File: config.mk
export PLATFORM = sky130hd
export DESIGN_NAME = alarm_responder_flat
export DESIGN_NICKNAME = d
export VERILOG_FILES = /design/src/rtl/alarm_responder_if.sv /design/src/rtl/alarm_responder.sv /design/src/flat_wrapper.sv
export SDC_FILE = /design/constraint.sdc
export NUM_CORES = 1
export LEC_CHECK = 0
export CORE_MARGIN = 10
export CORE_UTILIZATION = 59
export CTS_BUF_LIST = sky130_fd_sc_hd__clkbuf_8
export CTS_CLUSTER_DIAMETER = 30
export CTS_CLUSTER_SIZE = 28
export DETAILED_ROUTE_END_ITERATION = 16
export MAX_ROUTING_LAYER = met4
export PLACE_DENSITY = 0.86
export SLEW_MARGIN = 20
export SYNTH_ARGS = -nofsm -noshare
export SYNTH_HDL_FRONTEND = slang
export SYNTH_SLANG_ARGS = --single-unit
File: constraint.sdc
create_clock -name clk -period 5.17 [get_ports clk]
set_clock_uncertainty 0.15 [all_clocks]
set_input_delay 0.7755 -clock clk [delete_from_list [all_inputs] [get_ports clk]]
set_output_delay 0.7755 -clock clk [all_outputs]
set_load 0.02 [all_outputs]
File: src/rtl/alarm_responder_if.sv
// Panel-side bundle of the alarm responder: voter input, operator controls and status outputs.
interface alarm_responder_if #(
    parameter int CNT_W = 8
);
    logic             vote_f;
    logic             arm;
    logic             disarm;
    logic             ack;
    logic             siren;
    logic             armed;
    logic [1:0]       state;
    logic [CNT_W-1:0] event_count;

    modport slave (
        input  vote_f, arm, disarm, ack,
        output siren, armed, state, event_count
    );

    modport master (
        output vote_f, arm, disarm, ack,
        input  siren, armed, state, event_count
    );
endinterface

File: src/rtl/alarm_responder.sv
// Debounces the active-low sensor vote and runs the arm/trip/acknowledge machine driving the siren.
// Optional trip counter is built only when EVENT_COUNT_EN is defined; otherwise event_count is 0.
module alarm_responder #(
    parameter int DEBOUNCE = 4,
    parameter int HOLD     = 16,
    parameter int CNT_W    = 8
) (
    input  logic                clk,
    input  logic                reset,
    alarm_responder_if.slave    bus
);
    typedef enum logic [1:0] {
        S_DISARMED = 2'b00,
        S_ARMED    = 2'b01,
        S_PENDING  = 2'b10,
        S_ALARM    = 2'b11
    } state_t;

    localparam logic [7:0] DEB_LAST  = 8'(DEBOUNCE - 1);
    localparam logic [7:0] HOLD_INIT = 8'(HOLD);

    state_t     state_q, state_d;
    logic [7:0] deb_cnt_q, deb_cnt_d;
    logic [7:0] hold_cnt_q, hold_cnt_d;
    logic       siren_q, siren_d;
    logic       armed_q, armed_d;
    logic       trip;
    logic       hold_done;

    // hold_cnt reaches zero at this very edge, so the ack exit lands exactly HOLD edges after entry
    assign hold_done = (hold_cnt_q <= 8'd1);

    always_ff @(posedge clk) begin
        if (reset) begin
            state_q    <= S_DISARMED;
            deb_cnt_q  <= 8'd0;
            hold_cnt_q <= 8'd0;
            siren_q    <= 1'b0;
            armed_q    <= 1'b0;
        end else begin
            state_q    <= state_d;
            deb_cnt_q  <= deb_cnt_d;
            hold_cnt_q <= hold_cnt_d;
            siren_q    <= siren_d;
            armed_q    <= armed_d;
        end
    end

    always_comb begin
        state_d    = state_q;
        deb_cnt_d  = deb_cnt_q;
        hold_cnt_d = hold_cnt_q;
        trip       = 1'b0;
        case (state_q)
            S_DISARMED: begin
                deb_cnt_d = 8'd0;
                if (bus.arm && !bus.disarm) state_d = S_ARMED;
            end
            S_ARMED: begin
                if (bus.disarm) begin
                    state_d = S_DISARMED;
                end else if (!bus.vote_f) begin
                    if (DEBOUNCE == 1) begin
                        state_d = S_ALARM;
                        trip    = 1'b1;
                    end else begin
                        state_d   = S_PENDING;
                        deb_cnt_d = 8'd1;
                    end
                end
            end
            S_PENDING: begin
                if (bus.disarm) begin
                    state_d   = S_DISARMED;
                    deb_cnt_d = 8'd0;
                end else if (bus.vote_f) begin
                    state_d   = S_ARMED;
                    deb_cnt_d = 8'd0;
                end else if (deb_cnt_q == DEB_LAST) begin
                    state_d   = S_ALARM;
                    deb_cnt_d = 8'd0;
                    trip      = 1'b1;
                end else begin
                    deb_cnt_d = deb_cnt_q + 8'd1;
                end
            end
            S_ALARM: begin
                hold_cnt_d = (hold_cnt_q == 8'd0) ? 8'd0 : hold_cnt_q - 8'd1;
                if (bus.disarm) begin
                    state_d = S_DISARMED;
                end else if (bus.ack && hold_done && bus.vote_f) begin
                    state_d = S_ARMED;
                end
            end
            default: state_d = S_DISARMED;
        endcase
        if (trip) hold_cnt_d = HOLD_INIT;
    end

    always_comb begin
        siren_d = (state_d == S_ALARM);
        armed_d = (state_d != S_DISARMED);
    end

    assign bus.siren = siren_q;
    assign bus.armed = armed_q;
    assign bus.state = state_q;

`ifdef EVENT_COUNT_EN
    logic [CNT_W-1:0] event_count_q, event_count_d;

    always_comb begin
        event_count_d = event_count_q;
        if (trip && (event_count_q != {CNT_W{1'b1}})) event_count_d = event_count_q + 1'b1;
    end

    always_ff @(posedge clk) begin
        if (reset) event_count_q <= '0;
        else       event_count_q <= event_count_d;
    end

    assign bus.event_count = event_count_q;
`else
    assign bus.event_count = '0;
`endif
endmodule

File: src/flat_wrapper.sv
// flat-port wrapper written by rule: the top's interface ports become plain ports
module alarm_responder_flat 
#(
    parameter int DEBOUNCE = 4,
    parameter int HOLD     = 16,
    parameter int CNT_W    = 8
)
  (clk, reset, bus_vote_f, bus_arm, bus_disarm, bus_ack, bus_siren, bus_armed, bus_state, bus_event_count);
  alarm_responder_if #(.CNT_W(CNT_W)) bus_i ();
  input  logic clk;
  input  logic reset;
  input wire logic [$bits(bus_i.vote_f)-1:0] bus_vote_f;
  input wire logic [$bits(bus_i.arm)-1:0] bus_arm;
  input wire logic [$bits(bus_i.disarm)-1:0] bus_disarm;
  input wire logic [$bits(bus_i.ack)-1:0] bus_ack;
  output wire logic [$bits(bus_i.siren)-1:0] bus_siren;
  output wire logic [$bits(bus_i.armed)-1:0] bus_armed;
  output wire logic [$bits(bus_i.state)-1:0] bus_state;
  output wire logic [$bits(bus_i.event_count)-1:0] bus_event_count;
  assign bus_i.vote_f = bus_vote_f;
  assign bus_i.arm = bus_arm;
  assign bus_i.disarm = bus_disarm;
  assign bus_i.ack = bus_ack;
  assign bus_siren = bus_i.siren;
  assign bus_armed = bus_i.armed;
  assign bus_state = bus_i.state;
  assign bus_event_count = bus_i.event_count;
  alarm_responder #(.DEBOUNCE(DEBOUNCE), .HOLD(HOLD), .CNT_W(CNT_W)) u_core (.clk(clk), .reset(reset), .bus(bus_i));
endmodule
Word-level counts from Yosys, hierarchy flattened
Cells that the tools add are included.

Register bits: 20. Output and inout port bits: 12. Word-level logic and storage cells: 49. Input port bits: 6.

Muxes and demuxes: 22. Reduce and logical (&&, ||, !) cells: 11. $add $sub $neg: 2. $lt $le $gt $ge: 1. Equal/unequal tests: 7.

Operators by type and width (count): two-way mux 8 bit (6); one-hot mux 8 bit (3 select lines) (1); two-way mux 2 bit (8); two-way mux 5 bit (2); adder 8 x 1 -> 8 bit (second input constant) (1); == test 8 x 2 -> 1 bit (second input constant) (1); less-or-equal comparator 8 x 1 -> 1 bit (second input constant) (1); logical NOT 8 bit (1); one-hot mux 2 bit (4 select lines) (1); subtractor 8 x 1 -> 8 bit (second input constant) (1); == test 2 bit (second input constant) (3); two-way mux 1 bit (4); inequality test 2 bit (second input constant) (2); nonzero test 2 bit (2); logical AND 1 bit (3); AND reduction 3 bit (1); nonzero test 3 bit (1); == test 2 x 1 -> 1 bit (second input constant) (1); logical NOT 2 bit (1); OR reduction 2 bit (1); logical NOT 1 bit (1).

Logic depth before layout (Yosys ltp)
Gate-level depths: netlist (run 1).

Word-level depth: 7. Depth in mapped cells: 6. Gate-level depth less buffers: 6.

Worst setup path after synthesis (run 1)
Ideal clock, no wire load.

Path type: reg-to-reg. From: register u_core.state_q[1], in the netlist u_core.bus.state[1]. To: register u_core.deb_cnt_q[7]. Period minus slack after synthesis: 2.051 ns. Cell stages (with the launch flop): 7. Buffers on the path: 0. Slack: 3.119 ns. Setup time: 0.066 ns. Required time: 4.954 ns. Arrival time: 1.835 ns. Path through: dfxtp_1 > inv_1 > ha_1 > o21a_4 > or3_1 > or3_1 > a21oi_2.

Cells in the longest elaborated chain, start to end: 3. Elaborated cells on any way between the ends: 8.

Ends and longest elaborated chain: from (decl) (RTL line alarm_responder.sv:22) `state_t state_q, state_d;`; from (signal assigned) (RTL line alarm_responder.sv:41) `state_q <= state_d;`; == test 2 x 1 -> 1 bit (tied with other cells) (RTL line alarm_responder.sv:54) `case (state_q)`; inequality test 2 bit (no source line) / nonzero test 3 bit (equally long branches); AND reduction 3 bit (no source line); to (signal assigned) (RTL line alarm_responder.sv:42) `deb_cnt_q <= deb_cnt_d;`; to (decl) (RTL line alarm_responder.sv:23) `logic [7:0] deb_cnt_q, deb_cnt_d;`.

Parallel ways exist; a longest one is shown, timed or not. A chain may end at the register's enable or synchronous reset.

Worst setup path after layout (run 1)
From: input port bus_vote_f. To: register u_core.deb_cnt_q[7].

Cells in the longest elaborated chain, start to end: 3. Elaborated cells on any way between the ends: 5.

Ends and longest elaborated chain: from (decl) (RTL line flat_wrapper.sv:12) `input wire logic [$bits(bus_i.vote_f)-1:0] bus_vote_f;`; two-way mux 8 bit (RTL line alarm_responder.sv:76) `end else if (bus.vote_f) begin`; two-way mux 8 bit (RTL line alarm_responder.sv:73) `if (bus.disarm) begin`; one-hot mux 8 bit (3 select lines) (RTL line alarm_responder.sv:54).

Parallel ways exist; a longest one is shown, timed or not.

==> impl_metrics.py, run 1 <==
metrics = {
    "worst_setup_path": {
        "start_kind": "input port",
        "max_stage_delay_ns": 0.54,
        "ff2ff_path_depth": 5,
        "path_common_cell": "or3_1",
        "timing.rr.start": "u_core.deb_cnt_q[0]",
        "path_cells": "clkdlybuf4s50_1 -> o21a_4 -> or3_1 -> or3_1 -> a21oi_2",
        "cpMaxStageDelayCell": "clkdlybuf4s50_1",
        "endpoint_kind": "flop",
        "required_ns": 5.22,
        "arrival_ns": 2.46,
        "setup.worst_path.class": "in2reg",
        "cp_max_fo": 8,
        "timing.reg2reg.setup_slack_ns": 3.02,
        "cp-startpoint": "bus_vote_f",
        "timing.rr.end": "u_core.hold_cnt_q[1]",
    },
    "drt": {
        "drt-initial-drc-count": 58,
        "drt-pass1-iter-count": 4,
        "vias": 974,
        "post_drt_wl_per_cell_um": 14.36,
        "drc": 0,
        "top_layer": "met4",
        "ant_nets": 0,
        "wl_met2_mm": 1.247,
        "wl_met1_mm": 1.091,
        "viasPerCell": 5.663,
        "met3_length_um": 81,
        "wl_mm": 2.470,
    },
    "yosys": {
        "synthTopCellsByArea": "dfxtp_1, ha_1, nor2_1",
        "synth_edf_count": 0,
        "synth_top_area_share_pct": 33.83,
        "synth.largest_area_cell": "dfxtp_1",
        "synthArstFlopShare_pct": 0,
        "yosys_warnings": 0,
        "synth.distinct_cells": 38,
        "ys_seq_elements": 20,
        "ys_seq_area_share_pct": 33.83,
        "synth.avg_cell_area_um2": 8.833,
        "yosys_most_used_dff": "dfxtp_1",
        "synthCells": 134,
        "syn_area_um2": 1184,
    },
    "floorplanning": {
        "rows": 16,
        "die_y_um": 64.79,
        "pin_count": 18,
        "die_w_um": 64.79,
        "initial_core_util_pct": 60.95,
        "fp.coreArea_um2": 1942,
        "dieArea_um2": 4198,
    },
    "power_and_ir_drop": {
        "p_sw_share_pct": 23.20,
        "p_comb_share_pct": 9.6,
        "finalPower_uw": 305.7,
        "seqPwrFrac_pct": 51.6,
        "p_switching_uw": 70.92,
        "clkPwrFrac_pct": 38.7,
        "power.leakage_nw": 0.4698,
        "p_int_uw": 234.7,
        "ir_drop_v": 0.0001335,
        "pwr_density_cell_nw_per_um2": 230.7,
    },
    "clock_network": {
        "clock_latency_ns": 0.26,
        "ctsResizeCount": 0,
        "post_cts_buffers": 0,
        "cts.sinks": 20,
        "htree_levels": 1,
        "cts_root_buffer": "clkbuf_8",
        "cts_tree": "built",
        "cts_buffers": 3,
        "holdBufCountCts": 0,
        "clockBufferDepth": 2,
        "clkSlewWorstSetupHoldPaths_ns": 0.08,
    },
    "sta": {
        "fmax_ghz": 0.4145,
        "slew_headroom_pct": 49.59,
        "setup_viol": 0,
        "rsz0062_at_grt": "no",
        "setup_slack_ns": 2.758,
        "hold_viol_final": 0,
        "tightestPinTransition_ns": 0.7456,
        "finalCritPeriodShare_pct": 46.66,
        "slew_violations": 0,
        "tns_ns": 0,
        "period_minus_slack_ns": 2.412,
    },
    "cells_and_area": {
        "drive_gt1_share_pct": 4.828,
        "areaGrowthSynthToFinish_pct": 11.94,
        "diodes": 0,
        "final_net_count": 161,
    },
    "global_route": {
        "grt_max_degree": 12,
        "grtUsageTotal_pct": 12.13,
        "grt_pass1_vias": 960,
        "grt_pass1_wl_mm": 4.119,
        "grt_overflow_total": 0,
        "antenna_found_initial": 0,
    },
    "placement": {
        "dp_slack_ns": 2.515,
        "io_buffer_count": 9,
        "place_congestion": 0.8708,
        "dpl.hpwl_mm": 1.837,
    },
    "worst_hold_path": {
        "hold_depth": 2,
        "hold-path-endpoint": "u_core.hold_cnt_q[7]",
        "worstHoldStart": "u_core.hold_cnt_q[7]",
        "hp-class": "reg2reg",
    },
    "flow_run": {
        "maxCapViolations": 0,
    },
    "outcome": {
        "status": "completed",
    },
}
-- sequential cells by signal (all words and copies together) (netlist names) --
signal,flops
u_core.bus.armed,1
u_core.bus.siren,1
u_core.bus.state,2
u_core.deb_cnt_q,8
u_core.hold_cnt_q,8
-- Yosys cell counts, drive strengths merged, types with 4 or more instances --
master,count
xor2,4
dfxtp,20
a211oi,5
inv,5
nor4b,4
o21ai,4
buf,8
a21oi,5
nor3,4
nor2,17
ha,9
xnor2,7
nand2,7
-- cells by family after synthesis --
kind of cell             Yosys count  share of synthesized area (%)
other                              1                         0.3168
AO/OA/AOI/OAI                     25                          15.33
flip-flops                        20                          33.83
XOR/XNOR                          11                          8.139
adder cells (fa/ha/maj)            9                          9.514
buffers and inverters             14                          6.977
AND/OR/NAND/NOR                   54                          25.90
-- stage by stage --
step / hold slack, ns / utilization [%] / cell area, um^2 / cells
global placement: 0.3425 / 65.40 / 1270 / 168
finish: 0.3742 / 68.23 / 1325 / 172
CTS: 0.3750 / 68.23 / 1325 / 172
global route: 0.3811 / 68.23 / 1325 / 172
detailed placement: 0.3612 / 65.40 / 1270 / 168
floorplan: 0.3203 / - / 1210 / 141
-- per-layer routing --
metal  up-vias  global-route usage (%)
li1        486                       -
met1       462                   13.55
met2        20                   19.83
met3         6                   2.405
met4         0                   6.684
met5         -                       -
-- cells in the final DEF (no fill, tap or decap), types with 5 or more instances in the layout --
cell              n
inv_1             5
clkdlybuf4s50_1   9
ha_1              9
conb_1            8
xnor2_1           7
dfxtp_1          20
nor2_1           17
a211oi_1          5
nand2_1           7
-- how the worst max path moves through the flow --
stage	to	slack, ns	depth (start not counted)
after floorplan	u_core.deb_cnt_q[7]	3.12	6
after global placement	u_core.deb_cnt_q[7]	2.54	5
after detailed placement	u_core.deb_cnt_q[7]	2.52	5
after CTS	u_core.deb_cnt_q[7]	2.78	5
after global routing	u_core.deb_cnt_q[7]	2.73	5
final	u_core.deb_cnt_q[7]	2.76	5
-- critical path, delay by kind of cell --
family                 cells  cell delay (ns)
AOI/OAI and AO/OA          2             0.42
buffers and inverters      1             0.54
and+or+nand+nor            2             0.72
-- area by class of cell --
class / count / area (um^2)
multi-input cells: 107 / 726.9
clock buffers: 4 / 55.05
flip-flops and latches: 20 / 400.4
well taps: 27 / 33.78
fillers: 165 / 616.8
inverters: 5 / 18.77
repair buffers: 9 / 90.09
-- power groups by stage --
stage / Clock (mW) / Combinational, mW / Sequential [mW]
6_report: 0.118 / 0.0295 / 0.158
5_1_grt: 0.126 / 0.0318 / 0.158
4_1_cts: 0.120 / 0.0291 / 0.158
3_5_place_dp: 0 / 0.0287 / 0.161
3_3_place_gp: 0 / 0.0281 / 0.161
2_1_floorplan: 0 / 0.0214 / 0.162
(Power assumes the default switching activity.)
==> run 2, diff against run 1 <==
--- a/config.mk
+++ b/config.mk
@@ -6,13 +6,13 @@
 export NUM_CORES = 1
 export LEC_CHECK = 0
 export CORE_MARGIN = 10
-export CORE_UTILIZATION = 59
+export CORE_UTILIZATION = 55
 export CTS_BUF_LIST = sky130_fd_sc_hd__clkbuf_8
 export CTS_CLUSTER_DIAMETER = 30
 export CTS_CLUSTER_SIZE = 28
 export DETAILED_ROUTE_END_ITERATION = 16
 export MAX_ROUTING_LAYER = met4
-export PLACE_DENSITY = 0.86
+export PLACE_DENSITY = 0.81
 export SLEW_MARGIN = 20
 export SYNTH_ARGS = -nofsm -noshare
 export SYNTH_HDL_FRONTEND = slang
==> constraint.sdc (replaced) <==
create_clock -name clk -period 2.51 [get_ports clk]
set_clock_uncertainty 0.15 [all_clocks]
set_input_delay 0.3765 -clock clk [delete_from_list [all_inputs] [get_ports clk]]
set_output_delay 0.3765 -clock clk [all_outputs]
set_load 0.02 [all_outputs]
==> run 2 against run 1 <==
Worst hold slack got worse by 0.018 ns. Register-to-register slack got worse by 2.6 ns. Sequential power rose by 110%. First-iteration DRC count rose by 19%. Clock power rose by 100%. Clock-buffer cell count did not move. Cell area rose by 0.57%. Cell count rose by 0.58%.
==> impl_metrics.py, run 2 (same netlist as run 1, synthesis figures left out) <==
metrics = {
    "floorplanning": {
        "fp.coreArea_um2": 2002,
        "rows": 16,
        "die_w_um": 66.39,
        "pin_count": 18,
        "die_y_um": 66.39,
        "initial_core_util_pct": 59.12,
        "dieArea_um2": 4408,
    },
    "worst_setup_path": {
        "timing.rr.end": "u_core.deb_cnt_q[7]",
        "setup.worst_path.class": "reg2reg",
        "path_buf_inv": 1,
        "crit_cells": 6,
        "timing.reg2reg.setup_slack_ns": 0.40,
        "max_stage_delay_ns": 0.49,
        "start_kind": "flop",
        "cpMaxStageDelayCell": "dfxtp_1",
        "timing.rr.start": "u_core.bus.state[1]",
        "cp_max_fo": 8,
        "critPathTopFamily": "simple AND/OR/NAND/NOR gates",
        "path_cells": "inv_1 -> ha_1 -> o21a_4 -> or3_1 -> or3_1 -> a21oi_2",
        "endpoint_kind": "flop",
        "path_common_cell": "or3_1",
        "required_ns": 2.56,
        "ff2ff_path_depth": 6,
        "cp-startpoint": "u_core.bus.state[1]",
        "arrival_ns": 2.16,
        "crit_end": "u_core.deb_cnt_q[7]",
    },
    "placement": {
        "place_area_um2": 1277,
        "io_buffer_count": 9,
        "place_congestion": 0.8848,
        "dp_slack_ns": 0.2556,
        "dpl.hpwl_mm": 1.787,
        "post-place-cells": 169,
    },
    "cells_and_area": {
        "final_net_count": 162,
        "finalInstanceArea_um2": 1333,
        "drive_gt1_share_pct": 5.479,
        "final_common_cell": "dfxtp_1",
        "layout_common_cells": "dfxtp_1, nor2_1, ha_1, clkdlybuf4s50_1, conb_1",
        "areaGrowthSynthToFinish_pct": 12.58,
        "diodes": 0,
        "fin_cells": 173,
        "postLayoutCoreUtil_pct": 66.56,
    },
    "worst_hold_path": {
        "hp-class": "reg2reg",
        "worstHoldStart": "u_core.deb_cnt_q[1]",
    },
    "clock_network": {
        "cts_tree": "built",
        "clockBufferDepth": 2,
        "cts_root_buffer": "clkbuf_8",
        "htree_levels": 1,
        "cts_buffers": 3,
        "clock_latency_ns": 0.26,
        "post_cts_buffers": 0,
        "holdBufCountCts": 0,
        "clkSlewWorstSetupHoldPaths_ns": 0.07,
        "ctsResizeCount": 0,
        "cts.sinks": 20,
    },
    "power_and_ir_drop": {
        "pwr_density_cell_nw_per_um2": 469.9,
        "power.leakage_nw": 0.4753,
        "ir_drop_v": 0.0003494,
    },
    "global_route": {
        "grt_max_degree": 12,
        "grt_pass1_vias": 846,
        "antenna_found_initial": 0,
        "grt_pass1_wl_mm": 3.760,
        "grtUsageTotal_pct": 10.86,
        "grt_overflow_total": 0,
    },
    "drt": {
        "ant_nets": 0,
        "post_drt_wl_per_cell_um": 13.21,
        "vias": 966,
        "viasPerCell": 5.584,
        "wl_mm": 2.285,
        "drt-initial-drc-count": 69,
        "drt-pass1-iter-count": 4,
        "drc": 0,
    },
    "sta": {
        "fmax_ghz": 0.4739,
        "period_minus_slack_ns": 2.110,
        "hold_viol_final": 0,
        "slew_headroom_pct": 58.43,
        "tightestPinTransition_ns": 0.6178,
        "setup_viol": 0,
        "slew_violations": 0,
        "setup_slack_ns": 0.3998,
        "tns_ns": 0,
        "finalCritPeriodShare_pct": 84.07,
        "rsz0062_at_grt": "no",
    },
    "flow_run": {
        "maxCapViolations": 0,
    },
    "outcome": {
        "status": "completed",
    },
}
run 2: worst min-delay path by stage:
stage	to	slack, ns	cells past startpoint
after CTS	u_core.deb_cnt_q[1]	0.36	2
after global placement	u_core.deb_cnt_q[7]	0.34	2
final	u_core.deb_cnt_q[1]	0.36	2
after detailed placement	u_core.deb_cnt_q[1]	0.35	2
after global routing	u_core.deb_cnt_q[7]	0.38	2
after floorplan	u_core.hold_cnt_q[4]	0.30	1
run 2: worst min-delay path: stages (launching register included):
cell and delay (ns):
dfxtp_1 0.33, o21ai_0 0.07, a21oi_1 0.06
run 2: layout make-up:
type	count	area [um^2]
Multi-Input combinational cell	107	726.9
Fill cell	172	669.4
Sequential cell	20	400.4
Timing Repair Buffer	10	97.59
Clock buffer	4	55.05
Tap cell	27	33.78
Inverter	5	18.77
run 2: layer usage:
| layer | vias to the layer above | global-route usage (%) | routed length, um |
|---|---|---|---|
| li1 | 490 | - | - |
| met1 | 444 | 11.94 | 972 |
| met2 | 28 | 18.18 | 1126 |
| met4 | 0 | 3.927 | 27 |
| met5 | - | - | 0 |
| met3 | 4 | 3.051 | 159 |
run 2: through the flow:
step	hold slack (ns)	total power, mW
finish	0.3562	0.6261
global route	0.3836	0.6566
CTS	0.3561	0.6341
detailed placement	0.3454	0.3911
global placement	0.3424	0.3900
floorplan	0.2956	0.3783
run 2: report_power, final:
group | internal (mW) | total, mW | switching [mW]
Sequential | 0.320 | 0.325 | 0.00458
Clock | 0.139 | 0.241 | 0.102
Combinational | 0.0234 | 0.0596 | 0.0362
==> run 3, diff against run 2 <==
--- a/config.mk
+++ b/config.mk
@@ -6,13 +6,13 @@
 export NUM_CORES = 1
 export LEC_CHECK = 0
 export CORE_MARGIN = 10
-export CORE_UTILIZATION = 55
+export CORE_UTILIZATION = 50
 export CTS_BUF_LIST = sky130_fd_sc_hd__clkbuf_8
 export CTS_CLUSTER_DIAMETER = 30
 export CTS_CLUSTER_SIZE = 28
 export DETAILED_ROUTE_END_ITERATION = 16
 export MAX_ROUTING_LAYER = met4
-export PLACE_DENSITY = 0.81
+export PLACE_DENSITY = 0.78
 export SLEW_MARGIN = 20
 export SYNTH_ARGS = -nofsm -noshare
 export SYNTH_HDL_FRONTEND = slang
==> constraint.sdc (replaced) <==
create_clock -name clk -period 1.9 [get_ports clk]
set_clock_uncertainty 0.15 [all_clocks]
set_input_delay 0.285 -clock clk [delete_from_list [all_inputs] [get_ports clk]]
set_output_delay 0.285 -clock clk [all_outputs]
set_load 0.02 [all_outputs]
==> run 3 against run 2 <==
Register-to-register slack worse by 0.31 ns. Die area is 6.9% higher. Power is 36% higher. Via count is 6.5% higher. Highest routed layer unchanged. Worst hold slack better by 0.0032 ns. Worst setup slack worse by 0.32 ns.
==> impl_metrics.py, run 3 (same netlist as run 1, synthesis figures left out) <==
metrics = {
    "clock_network": {
        "clkSlewWorstSetupHoldPaths_ns": 0.08,
        "clock_latency_ns": 0.26,
        "cts_buffers": 3,
        "htree_levels": 1,
        "cts.sinks": 20,
        "post_cts_buffers": 0,
        "clockBufferDepth": 2,
        "cts_tree": "built",
        "cts_root_buffer": "clkbuf_8",
        "holdBufCountCts": 0,
    },
    "cells_and_area": {
        "nFillCells": 182,
        "postLayoutCoreUtil_pct": 66.22,
        "layout_common_cells": "dfxtp_1, nor2_1, buf_4",
        "diodes": 0,
        "finalInstanceArea_um2": 1479,
        "final_net_count": 175,
        "drive_gt1_share_pct": 20.75,
        "final_common_cell": "dfxtp_1",
        "areaGrowthSynthToFinish_pct": 24.95,
    },
    "worst_setup_path": {
        "setup.worst_path.class": "reg2out",
        "endpoint_kind": "output port",
        "arrival_ns": 1.39,
        "required_ns": 1.46,
        "ff2ff_path_depth": 6,
        "cp_max_fo": 6,
        "start_kind": "flop",
    },
    "floorplanning": {
        "die_y_um": 68.66,
        "pin_count": 18,
        "dieArea_um2": 4714,
        "fp.coreArea_um2": 2233,
        "initial_core_util_pct": 53.00,
        "die_w_um": 68.66,
        "rows": 17,
    },
    "placement": {
        "place_congestion": 0.8222,
        "dpl.hpwl_mm": 1.974,
        "io_buffer_count": 9,
        "place_area_um2": 1379,
    },
    "drt": {
        "drt-pass1-iter-count": 4,
        "vias": 1029,
        "drc": 0,
        "ant_nets": 0,
        "wl_mm": 2.752,
        "drt-initial-drc-count": 110,
        "post_drt_wl_per_cell_um": 14.72,
        "viasPerCell": 5.503,
    },
    "power_and_ir_drop": {
        "p_sw_share_pct": 23.62,
        "ir_drop_v": 0.0003632,
        "pwr_density_cell_nw_per_um2": 577.2,
        "finalPower_uw": 853.7,
        "power.leakage_nw": 0.5477,
        "clkPwrFrac_pct": 38.1,
        "seqPwrFrac_pct": 49.9,
        "p_int_uw": 652.1,
        "p_comb_share_pct": 12.0,
        "p_switching_uw": 201.6,
    },
    "sta": {
        "slew_headroom_pct": 63.23,
        "hold_viol_final": 0,
        "setup_viol": 0,
        "tightestPinTransition_ns": 0.5473,
        "finalCritPeriodShare_pct": 96.03,
        "fmax_ghz": 0.5481,
        "period_minus_slack_ns": 1.825,
        "slew_violations": 0,
    },
    "global_route": {
        "antenna_found_initial": 0,
        "grt_max_degree": 12,
        "grt_pass1_vias": 998,
        "grt_overflow_total": 0,
        "grtUsageTotal_pct": 12.31,
        "grt_pass1_wl_mm": 4.464,
    },
    "worst_hold_path": {
        "hold_depth": 2,
        "hp-class": "reg2reg",
    },
    "outcome": {
        "status": "completed",
    },
    "flow_run": {
        "maxCapViolations": 0,
    },
}
run 3: changes by cell type in the layout (fill, tap and decap cells not counted), moves of 2 or more:
cell     before  now
buf_4         1   14
or3_4         0    2
ha_2          0    3
dfxtp_1      20   18
ha_1          9    6
or3_1         2    0
run 3: final timing paths:
path / from / to / slack (ns)
setup / recovery: u_core.bus.state[0] / bus_state[0] / 0.08
hold / removal: u_core.deb_cnt_q[1] / u_core.deb_cnt_q[1] / 0.36
setup reg to reg: u_core.bus.state[1] / u_core.deb_cnt_q[7] / 0.09
hold reg to reg: u_core.deb_cnt_q[1] / u_core.deb_cnt_q[1] / 0.36
run 3: area by class of cell:
class                           count  area (um^2)  share of cell area, %
Multi-Input combinational cell    107        769.5                  52.03
Sequential cell                    20        405.4                  27.41
Timing Repair Buffer               23        195.2                  13.20
Clock buffer                        4        55.05                  3.723
Tap cell                           28        35.03                  2.369
Inverter                            5        18.77                  1.269
run 3: repair_timing:
action	in CTS	in global routing
resized for setup	0	11
endpoints found under the hold margin	0	0
endpoints found under the setup margin	0	18
run 3: critical path, stage by stage, from the launching register on:
cell and delay (ns):
dfxtp_2 0.37, buf_4 0.15, clkdlybuf4s50_1 0.61
run 3: layer usage:
metal | share of wire [%] | global-route usage [%] | wire, um | up-vias
met1 | 44 | 15.01 | 1214 | 488
met3 | 3.2 | 2.576 | 89 | 6
met4 | 1.7 | 5.276 | 48 | 0
met2 | 51 | 19.12 | 1398 | 19
met5 | 0 | - | 0 | -
li1 | - | - | - | 516
run 3: power by group through the flow:
stage	clock (mW)	sequential (mW)	combinational [mW]
after detailed placement	0	0.437	0.0969
after floorplan	0	0.442	0.0584
final	0.326	0.426	0.102
after global placement	0	0.437	0.0956
after global routing	0.358	0.427	0.110
after CTS	0.334	0.427	0.0980
run 3: through the flow:
stage	TNS (ns)	worst slack (ns)	hold WS (ns)	cells
5_1_grt	-0.1586	-0.03229	0.4045	187
3_3_place_gp	-0.3822	-0.1274	0.3334	183
4_1_cts	0	0.05202	0.3589	187
6_report	0	0.07535	0.3594	187
3_5_place_dp	-0.6743	-0.1634	0.3470	183
2_1_floorplan	-0.02220	-0.02220	0.2041	141
==> RTL change 1: new RTL, config.mk and constraints of run 3 <==
`CNT_W` is set to 8 in 3 places; all go to 7.
--- a/src/rtl/alarm_responder_if.sv
+++ b/src/rtl/alarm_responder_if.sv
@@ -2,3 +2,3 @@
 interface alarm_responder_if #(
-    parameter int CNT_W = 8
+    parameter int CNT_W = 7
 );
--- a/src/rtl/alarm_responder.sv
+++ b/src/rtl/alarm_responder.sv
@@ -5,3 +5,3 @@
     parameter int HOLD     = 16,
-    parameter int CNT_W    = 8
+    parameter int CNT_W    = 7
 ) (
--- a/src/flat_wrapper.sv
+++ b/src/flat_wrapper.sv
@@ -5,3 +5,3 @@
     parameter int HOLD     = 16,
-    parameter int CNT_W    = 8
+    parameter int CNT_W    = 7
 )
Interface: changed (resized bus_event_count); port bits go from 18 to 17. The function was not compared with the original's and may differ.
==> RTL change 1 against run 3 <==
  * Setup slack got worse by 0.029 ns
  * Worst hold slack worse by 0.0020 ns
  * Synthesized area down 0.63%
  * Fmax down 1.6%
  * Routed wire length fell by 0.65%
  * Critical path depth did not move
  * Sequential cell count stayed put
  * Die area down 0.45%
  * Clock power is 15% lower
  * Total power decreased by 5.9%
  * Global-route usage up 0.13 points
  * Cell area fell by 2.6%
  * Cell count shrank 1.6%
  * Critical path type unchanged
  * Largest cell class unchanged
==> RTL change 1: results (changes against run 3) <==
stage,metric,value,unit,change
finish,antenna_cells,0,,unchanged
clocking,clk_pin_slew_worst_paths,0.07,ns,
clocking,htreeDepth,1,,unchanged
power_and_ir_drop,p_total,0.000804,W,-5.9%
detailed_routing,wl_met1,1120,um,-7.7%
placed_design,pre_cts_ws,-0.177,ns,-0.0138 ns
setup_path,startpoint,u_core.bus.state[0]$_SDFF_PP0_,,
setup_path,crit_arrival,1.42,ns,+0.03 ns
clocking,clkLatencyLatePin,0.26,ns,about the same
clocking,cts_root_buf,clkbuf_8,,
finish,final_nets,173,,-1.1%
setup_path,r2r-start,u_core.bus.state[1]$_SDFF_PP0_,,
sta,period_share,97.5,%,+1.5 points
setup_path,reg2reg_slack,0.10,ns,
detailed_routing,vias_per_cell,5.61,,+1.9%
hold_path,hold_class,reg2reg,,
power_and_ir_drop,clkPwrFrac,34.5,%,-3.6 points
logic_synthesis,yosysUniqueCellTypes,38,,unchanged
global_route,grt_start_max_net_pins,11,,-1
finish,layout-drive-gt1-share,17.9,%,-2.8 points
detailed_routing,wl_per_cell,14.9,um,+0.97%
logic_synthesis,synth-seq-area-share,34.0,%,+0.22 points
clocking,cts_buffers,3,,unchanged
placed_design,place_area,1370,um^2,-0.82%
logic_synthesis,async_flop_share,0,%,unchanged
logic_synthesis,synthXorXnorAreaFrac,8.19,%,+0.052 points
setup_path,path_max_fanout,6,,unchanged
placed_design,place_congestion,0.826,,+0.51%
power_and_ir_drop,ir_drop,0.511,mV,+41%
sta,final.setup.tns,0,ns,unchanged
run,cap_viol_max_count,0,,unchanged
logic_synthesis,synth_common_cells,"dfxtp_1, nor2_1, ha_1",,
logic_synthesis,yosys_warnings,0,,unchanged
logic_synthesis,synth_cells,133,,-0.75%
placed_design,portBuffers,9,,unchanged
detailed_routing,dr_wl_met3,166,um,+87%
power_and_ir_drop,seq_power,0.000427,W,about the same
global_route,grt_use_total,12.4,%,+0.13 points
clocking,ctsResizeCount,0,,unchanged
logic_synthesis,netlist_top_cells_area,"dfxtp_1, ha_1, nor2_1, xnor2_1, buf_4",,
sta,holdWs,0.357,ns,-0.00196 ns
status,outcome,"complete, no violations",,
finish,layout.cells.non_filler,184,,-1.6%
logic_synthesis,synth.mux.area_fraction,0,%,unchanged
clocking,post-cts-setup-buffer-count,0,,unchanged
placed_design,dp_hpwl,2060,um,+4.6%
detailed_routing,initialDrtViolationCount,80,,-27%
detailed_routing,met2WireLength,1360,um,-2.4%
logic_synthesis,synth_adder_area_share,9.57,%,+0.061 points
power_and_ir_drop,p_leak,0.529,nW,-3.4%
setup_path,rr_worst_depth,6,,unchanged
global_route,grt_pass1_wl,4410,um,-1.2%
detailed_routing,first_pass_iters,4,,unchanged
detailed_routing,top_layer,met4,,
power_and_ir_drop,p_int,0.000608,W,-6.8%
logic_synthesis,synth-compound-area-share,15.4,%,+0.098 points
setup_path,r2r_end,u_core.deb_cnt_q[7]$_SDFFE_PP0P_,,
global_route,grt_pass1_vias,1018,,+2.0%
clocking,cts_buffer_depth,2,,unchanged
-- RTL change 1: worst max-delay path: stages, from the launching register on --
cell	delay, ns
dfxtp_2	0.39
buf_4	0.15
clkdlybuf4s50_1	0.61
-- RTL change 1: cells by family after synthesis --
kind of cell | count (synthesis)
buffers and inverters | 13
DFF | 20
AOI/OAI and AO/OA | 25
adders and majority gates | 9
xor gates and xnor gates | 11
and+or+nand+nor | 54
other | 1
-- RTL change 1: worst min-delay path by stage --
stage | depth (start not counted) | end | from
after floorplan | 1 | u_core.hold_cnt_q[4]$_SDFFE_PP0P_ | reset
after global placement | 2 | u_core.deb_cnt_q[1]$_SDFFE_PP0P_ | u_core.deb_cnt_q[1]$_SDFFE_PP0P_
after detailed placement | 2 | u_core.deb_cnt_q[1]$_SDFFE_PP0P_ | u_core.deb_cnt_q[1]$_SDFFE_PP0P_
after CTS | 2 | u_core.deb_cnt_q[1]$_SDFFE_PP0P_ | u_core.deb_cnt_q[1]$_SDFFE_PP0P_
after global routing | 2 | u_core.hold_cnt_q[7]$_SDFFE_PP0P_ | u_core.hold_cnt_q[7]$_SDFFE_PP0P_
final | 2 | u_core.deb_cnt_q[1]$_SDFFE_PP0P_ | u_core.deb_cnt_q[1]$_SDFFE_PP0P_
-- RTL change 1: area by class of cell --
cell class,count,area (um^2)
Fill cell,189,793
Multi-Input combinational cell,106,752
Timing Repair Buffer,22,188
Tap cell,28,35.0
Clock buffer,3,41.3
Sequential cell,20,405
Inverter,5,18.8
-- RTL change 1: metal layers --
metal  vias up  GRT usage (%)
li1        510              -
met1       488           13.1
met2        25           20.0
met3         9           4.67
met4         0           6.03
met5         -              -
==> RTL change 2: new RTL, settings of run 3 <==
Made on the original files. Add a define of `EVENT_COUNT_EN`.
--- a/src/rtl/alarm_responder.sv
+++ b/src/rtl/alarm_responder.sv
@@ -2,2 +2,4 @@
 // Optional trip counter is built only when EVENT_COUNT_EN is defined; otherwise event_count is 0.
+`define EVENT_COUNT_EN
+
 module alarm_responder #(
Behaviour: not the same (Yosys sat finds a counterexample within 10 cycles, from zero or initial values and one cycle with reset high).
==> RTL change 2 against run 3 <==
  * The flow now finishes with violations (setup timing)
  * Routed wire length is 65% higher
  * Critical path depth is 5 higher
  * Sequential cell count is 8 higher
  * Cell area is 47% higher
  * Clock power is 13% higher
  * Global-route usage is 1.9 points higher
  * First-iteration DRC count is 21% lower
  * Setup slack worse by 0.10 ns
  * Synthesized area is 30% higher
  * Fmax is 5.3% lower
  * Highest routed layer unchanged
  * Total power is 29% higher
  * Largest cell class unchanged
==> RTL change 2: results (changes against run 3) <==
stage,metric,value,unit,change
status,violations,setup timing,,
setup_path,critPathCaptureType,flip-flop,,
detailed_routing,initialDrtViolationCount,87,,-21%
hold_path,min_path_cells,1,,-1
finish,signal_buffers,41,,+78%
power_and_ir_drop,p_leak,0.746,nW,+36%
clocking,clkLatencyLatePin,0.28,ns,+0.02 ns
global_route,grt_use_total,14.2,%,+1.9 points
power_and_ir_drop,ir_drop,0.275,mV,-24%
logic_synthesis,syn_avg_cell_area,8.92,um^2,+0.96%
placed_design,dp_hpwl,2850,um,+44%
power_and_ir_drop,switching_share,24.1,%,+0.47 points
setup_path,path_max_fanout,3,,-3
setup_path,crit_arrival,1.95,ns,+0.56 ns
hold_path,hp-start,u_core.bus.event_count[6]$_SDFFE_PP0P_,,
finish,nFillCells,211,,+16%
sta,setup_viol,1,,+1
detailed_routing,drt-total-wl,4550,um,+65%
sta,worst_slack,-0.0266,ns,-0.102 ns
status,outcome,finished with violations,,
setup_path,startpoint,u_core.hold_cnt_q[1]$_SDFFE_PP0P_,,
power_and_ir_drop,p_switching,0.000265,W,+31%
sta,worstMarginPinSlew,0.389,ns,-0.158 ns
setup_path,rr_worst_depth,7,,+1
logic_synthesis,yosysUniqueCellTypes,48,,+26%
detailed_routing,vias_per_cell,6.24,,+13%
clocking,clock-sinks,28,,+40%
setup_path,r2r_end,u_core.bus.armed$_SDFF_PP0_,,
global_route,grt_start_max_net_pins,16,,+4
## RTL change 2: changes by cell type after synthesis, moves of 4 or more
cell | before | now
buf_4 | 8 | 1
nor4_1 | 2 | 6
or3_1 | 2 | 7
dfxtp_1 | 20 | 28
inv_1 | 5 | 11
nand3_1 | 3 | 8
## RTL change 2: timing repair
item,in CTS,in global routing
resized for setup,8,38
pin swaps,2,12
buffers inserted,0,2
endpoints found under the setup margin,7,25
## RTL change 2: worst max-delay path, cell delays in order, from the launching register on
cell and delay, ns:
dfxtp_2 0.34, inv_2 0.11, ha_4 0.14, o211ai_1 0.16
nand3b_1 0.30, a311oi_2 0.35, buf_4 0.19, o22ai_2 0.07
## RTL change 2: cells by family after synthesis
group	after synthesis	synth area share, %
mux	1	0.649
simple gates	70	27.3
fa+ha+maj	10	8.11
flops	28	36.3
buf+inv	15	4.06
xor+xnor	12	6.81
compound gates	37	16.7
